<file path="src/rtl/fp_ftoi_if.sv">
// Request/result bundle for the float-to-fixed converter.
// The master drives requests and the pipeline enable; the slave returns results.
interface fp_ftoi_if;
   logic        i_en;
   logic        i_valid;
   logic [21:0] i_a;
   logic        o_valid;
   logic [31:0] o_d;
   logic        o_ovf;

   modport master (
      output i_en, i_valid, i_a,
      input  o_valid, o_d, o_ovf
   );

   modport slave (
      input  i_en, i_valid, i_a,
      output o_valid, o_d, o_ovf
   );
endinterface

</file>
<file path="src/rtl/fp_ftoi.sv">
// Three-stage float (sign, 5-bit exponent, 16-bit explicit-one fraction) to
// signed 32-bit fixed-point converter with truncation and saturation.
module fp_ftoi #(
   parameter int P_FRAC = 16
) (
   input  logic     clk,
   input  logic     rst_x,
   fp_ftoi_if.slave bus
);

   // Value is f * 2^(e-30); scaling by 2^P_FRAC folds into one shift offset.
   localparam logic signed [6:0] SH_OFS = 7'(P_FRAC - 30);

   logic [4:0]         exp_in;
   logic [15:0]        frac_in;
   logic signed [6:0]  sh_in;
   logic               zero_in;
   logic               sat_in;

   logic               vld_p0, sign_p0, zero_p0, sat_p0;
   logic signed [6:0]  sh_p0;
   logic [15:0]        frac_p0;

   logic               vld_p1, sign_p1, sat_p1;
   logic [31:0]        mag_p1;

   logic               vld_p2, ovf_p2;
   logic signed [31:0] d_p2;

   function automatic logic [31:0] shift_mag(input logic [15:0] f,
                                             input logic signed [6:0] sh);
      logic [31:0] ext;
      logic [6:0]  rsh;
      ext = {16'h0000, f};
      rsh = 7'(-sh);
      if (sh >= 7'sd0)
         shift_mag = ext << sh[4:0];
      else if (rsh >= 7'd16)
         shift_mag = 32'h0000_0000;
      else
         shift_mag = ext >> rsh[3:0];
   endfunction

   // Negating the magnitude of -0 yields 0, so no special case is needed.
   function automatic logic signed [31:0] sat_neg(input logic s, input logic sat,
                                                  input logic [31:0] m);
      if (sat)
         sat_neg = s ? 32'sh8000_0000 : 32'sh7FFF_FFFF;
      else if (s)
         sat_neg = $signed(~m + 32'd1);
      else
         sat_neg = $signed(m);
   endfunction

   assign exp_in  = bus.i_a[20:16];
   assign frac_in = bus.i_a[15:0];
   assign sh_in   = $signed({2'b00, exp_in}) + SH_OFS;
   assign zero_in = (exp_in == 5'd0);
   assign sat_in  = !zero_in && (sh_in >= 7'sd16);

   always_ff @(posedge clk or negedge rst_x) begin
      if (!rst_x) begin
         vld_p0  <= 1'b0;
         sign_p0 <= 1'b0;
         zero_p0 <= 1'b0;
         sat_p0  <= 1'b0;
         sh_p0   <= '0;
         frac_p0 <= '0;
         vld_p1  <= 1'b0;
         sign_p1 <= 1'b0;
         sat_p1  <= 1'b0;
         mag_p1  <= '0;
         vld_p2  <= 1'b0;
         ovf_p2  <= 1'b0;
         d_p2    <= '0;
      end else if (bus.i_en) begin
         // S1: decode
         vld_p0  <= bus.i_valid;
         sign_p0 <= bus.i_a[21];
         zero_p0 <= zero_in;
         sat_p0  <= sat_in;
         sh_p0   <= sh_in;
         frac_p0 <= frac_in;
         // S2: barrel shift to magnitude
         vld_p1  <= vld_p0;
         sign_p1 <= sign_p0;
         sat_p1  <= sat_p0;
         mag_p1  <= (zero_p0 || sat_p0) ? 32'h0000_0000 : shift_mag(frac_p0, sh_p0);
         // S3: negate / saturate into output registers
         vld_p2  <= vld_p1;
         ovf_p2  <= sat_p1;
         d_p2    <= sat_neg(sign_p1, sat_p1, mag_p1);
      end
   end

   assign bus.o_valid = vld_p2;
   assign bus.o_d     = d_p2;
   assign bus.o_ovf   = ovf_p2;

endmodule

</file>
<file path="src/flat_wrapper.sv">
// flat-port wrapper written by rule: the top's interface ports become plain ports
module fp_ftoi_flat 
#(
   parameter int P_FRAC = 16
)
  (clk, rst_x, bus_i_en, bus_i_valid, bus_i_a, bus_o_valid, bus_o_d, bus_o_ovf);
  fp_ftoi_if bus_i ();
  input  logic clk;
  input  logic rst_x;
  input wire logic [$bits(bus_i.i_en)-1:0] bus_i_en;
  input wire logic [$bits(bus_i.i_valid)-1:0] bus_i_valid;
  input wire logic [$bits(bus_i.i_a)-1:0] bus_i_a;
  output wire logic [$bits(bus_i.o_valid)-1:0] bus_o_valid;
  output wire logic [$bits(bus_i.o_d)-1:0] bus_o_d;
  output wire logic [$bits(bus_i.o_ovf)-1:0] bus_o_ovf;
  assign bus_i.i_en = bus_i_en;
  assign bus_i.i_valid = bus_i_valid;
  assign bus_i.i_a = bus_i_a;
  assign bus_o_valid = bus_i.o_valid;
  assign bus_o_d = bus_i.o_d;
  assign bus_o_ovf = bus_i.o_ovf;
  fp_ftoi #(.P_FRAC(P_FRAC)) u_core (.clk(clk), .rst_x(rst_x), .bus(bus_i));
endmodule
</file>
<file path="config.mk">
export PLATFORM = sky130hd
export DESIGN_NAME = fp_ftoi_flat
export DESIGN_NICKNAME = d
export VERILOG_FILES = /design/src/rtl/fp_ftoi_if.sv /design/src/rtl/fp_ftoi.sv /design/src/flat_wrapper.sv
export SDC_FILE = /design/constraint.sdc
export NUM_CORES = 1
export LEC_CHECK = 0
export BUFFER_PORTS_ARGS = -buffer_cell sky130_fd_sc_hd__buf_2
export CAP_MARGIN = 20
export CORE_ASPECT_RATIO = 1.5
export CORE_MARGIN = 4
export CORE_UTILIZATION = 60
export DETAILED_ROUTE_END_ITERATION = 12
export PLACE_DENSITY = 0.87
export SLEW_MARGIN = 20
export SYNTH_ARGS = -nofsm -noshare
export SYNTH_HDL_FRONTEND = slang
export SYNTH_SLANG_ARGS = --single-unit
</file>
<file path="constraint.sdc">
create_clock -name clk -period 7.7 [get_ports clk]
set_input_delay 0 -clock clk [delete_from_list [all_inputs] [get_ports clk]]
set_output_delay 0 -clock clk [all_outputs]
set_load 0.01 [all_outputs]
</file>
==> summary.txt <==
Status
  • Status: finished, final reports clean

Floorplan
  • Starting Density: 61.8%
  • Die X: between 90 and 100 um
  • I/O pins: 60
  • Die Span Y: 134 um
  • Total core area: 10200 um2
  • Die Area: around 12000 um2
  • Num rows: 45

Timing
  • Fmax: 292 MHz
  • Unrepaired setup endpoints after global routing: no
  • Final Critical Period: 3.43 ns
  • Max-slew headroom: 34.4%
  • Slew @ Worst Pin: 0.980 ns
  • Max-slew violation count: 0
  • Hold_ws: 0.00646 ns
  • Setup Total Neg Slack: 0 ns
  • Hold Violations, Final: 0
  • Final setup violation count: 0
  • Tcrit/Tclk final: 44.5%
  • Clock Skew: 0.00555 ns

Finish
  • Fill cell count: 827
  • Layout cells sized above 1: around 22%
  • Final #Nets: between 700 and 800
  • Area growth syn-to-layout: 13.2%
  • Commonest non-fill, non-tap cell in the layout: dfrtp_1
  • Ant. Diodes: 0
  • Most frequent cells in the layout: 96 x dfrtp_1, 63 x nand2_1, 58 x buf_2

GRT
  • Tot GR Track Use: 30.5%
  • Antenna violations before repair: 0
  • First-pass GRT wire length: 29700 um
  • Pin count of the biggest net entering global routing: slightly below 90
  • Number of global-route vias before repair: 5650
  • GRT Residual Overflow: 0

Worst hold path
  • WHS Endpoint: u_core.sh_p0[2]
  • Hold path cells: 4
  • HP Start: bus_i_a[18]
  • Min-Delay Path Class: primary input to flop

Routing
  • Initial DRC count: 500
  • Vias/cell: 6.65
  • Final wirelength: 18300 um
  • Routed Antenna Nets: 0
  • Vias: 5709
  • DR DRC count: 0
  • WL/cell: 21.3 um
  • DRT Pass-1 Iters: 5

Synthesis
  • Synthesized flop and latch total: 96
  • Ranking of synthesized cells by area: dfrtp_1 38%, mux2_2 8.0%, mux2i_1 6.2%
  • Yosys warns: 0
  • Syn_nets: 691
  • Post-synth EDFFs: 0
  • Cell variety after synth: between 70 and 80
  • Sequential-to-total area share from yosys stat: 37.9%
  • Syn Inst Count: 662
  • Avg Inst Size Synth: 9.57 um2
  • Main synth FF type: dfrtp_1
  • Mapped Area: roughly 6300 um2
  • Yosys top cell area share: 37.9%
  • Cell taking the most area after synthesis: dfrtp_1
  • Async S/R FF share, synth: 100%

Run
  • Max Cap Viol: 0

CTS
  • TritonCTS clock tree: done
  • Hold Buf Count CTS: 22
  • Post_cts resized: 0
  • Clk sink count: 96
  • Setup bufs post-CTS: 0
  • Clk slew on worst S/H paths: 0.07 ns
  • CTS Buffer Depth: 2
  • Clock Tree Root: clkbuf_16
  • CTS Buf Count: 9
  • H-tree depth: 3
  • Worst-Skew Late Latency: around 0.34 ns

Power and ir drop
  • Worst IR Drop VDD: about 0.15 mV
  • Power density cells: 261 nW/um2
  • Leakage: between 3 and 4 nW

Place
  • IO Port Bufs: 59
  • Post-DP HPWL: 13000 um
  • GP Congestion: 0.925

Critical path
  • R2R Path Start: u_core.sh_p0[1]
  • Reg2Reg Setup Slack: 4.27 ns
  • Arr. time, crit path: 3.65 ns
  • CP Max Fanout: 27
  • Crit Path Class: flop to flop
  • Worst R2R Path Depth: 6
  • Reg-to-Reg End: u_core.mag_p1[1]
  • CP endpoint kind: flop
  • CP Launch Type: flop
  • Crit path required time: roughly 7.9 ns
[worst max-delay path, cell delays in order (launching register included)]
cell      delay (ns)
dfrtp_1         0.99
inv_1           0.22
ha_1            0.83
mux2_2          0.44
mux4_2          0.48
a222oi_1        0.25
nand2_1         0.09
[flip-flops by register name, summed over array words and instances, names as in the netlist, 7 cells and up]
name / flops
u_core.bus.o_d: 32
u_core.frac_p0: 16
u_core.mag_p1: 32
u_core.sh_p0: 7
[worst max path at each step]
stage	startpoint	to	slack [ns]
2_1_floorplan	u_core.sh_p0[1]	u_core.mag_p1[0]	4.42
3_3_place_gp	u_core.sh_p0[0]	u_core.mag_p1[1]	4.44
3_5_place_dp	u_core.sh_p0[0]	u_core.mag_p1[2]	4.36
4_1_cts	u_core.sh_p0[0]	u_core.mag_p1[1]	4.35
5_1_grt	u_core.sh_p0[1]	u_core.mag_p1[2]	3.99
6_report	u_core.sh_p0[1]	u_core.mag_p1[1]	4.27
[per-layer routing]
metal / up-vias / part of all wire (%) / track usage (%)
li1: 2604 / - / -
met1: 2754 / 38 / 36.0
met2: 275 / 51 / 52.7
met3: 76 / 5.4 / 4.26
met4: 0 / 5.4 / 17.6
met5: - / 0 / 0
[synthesized netlist by cell type (11+ instances only)]
| master | number |
|---|---|
| o21ai_0 | 46 |
| mux2i_1 | 39 |
| nand2_1 | 63 |
| o211ai_1 | 11 |
| inv_1 | 29 |
| nor3_1 | 24 |
| nor2_1 | 49 |
| mux2_2 | 45 |
| dfrtp_1 | 96 |
| mux4_2 | 17 |
| clkbuf_1 | 31 |
| o221ai_1 | 16 |
| a31oi_1 | 12 |
| a21oi_1 | 27 |
[kinds of logic after synthesis]
kind of cell / synth area share (%)
simple gates: 15.9
compound gates: 18.4
mux: 20.2
flops: 37.9
buf+inv: 5.49
xor+xnor: 1.50
fa+ha+maj: 0.592
[metrics by stage]
step / cells / util [%] / worst slack (ns) / instance area (um2) / power, mW
after floorplan: 662 / - / 4.42 / 6340 / 1.16
after global placement: 821 / 64.6 / 4.44 / 6620 / 1.34
after detailed placement: 821 / 64.6 / 4.36 / 6620 / 1.36
after CTS: 858 / 70.0 / 4.35 / 7170 / 1.87
after global routing: 858 / 70.0 / 3.99 / 7170 / 1.98
final: 858 / 70.0 / 4.27 / 7170 / 1.87
[final cells by class]
type	count	area [um2]	area share, %
Multi-Input combinational cell	488	3590	50.0
Sequential cell	96	2400	33.5
Timing Repair Buffer	86	556	7.75
Clock buffer	11	253	3.52
Tap cell	141	176	2.46
Inverter	32	120	1.68
Clock inverter	4	77.6	1.08
[report_power, final]
group / internal [mW] / switching (mW) / leakage, nW / total (mW)
sequential: 0.594 / 0.108 / 1.21 / 0.702
clock: 0.302 / 0.195 / 0.162 / 0.497
combinational: 0.288 / 0.387 / 1.71 / 0.675
total: 1.18 / 0.690 / 3.08 / 1.87
Power figures use the tool's default switching activity.
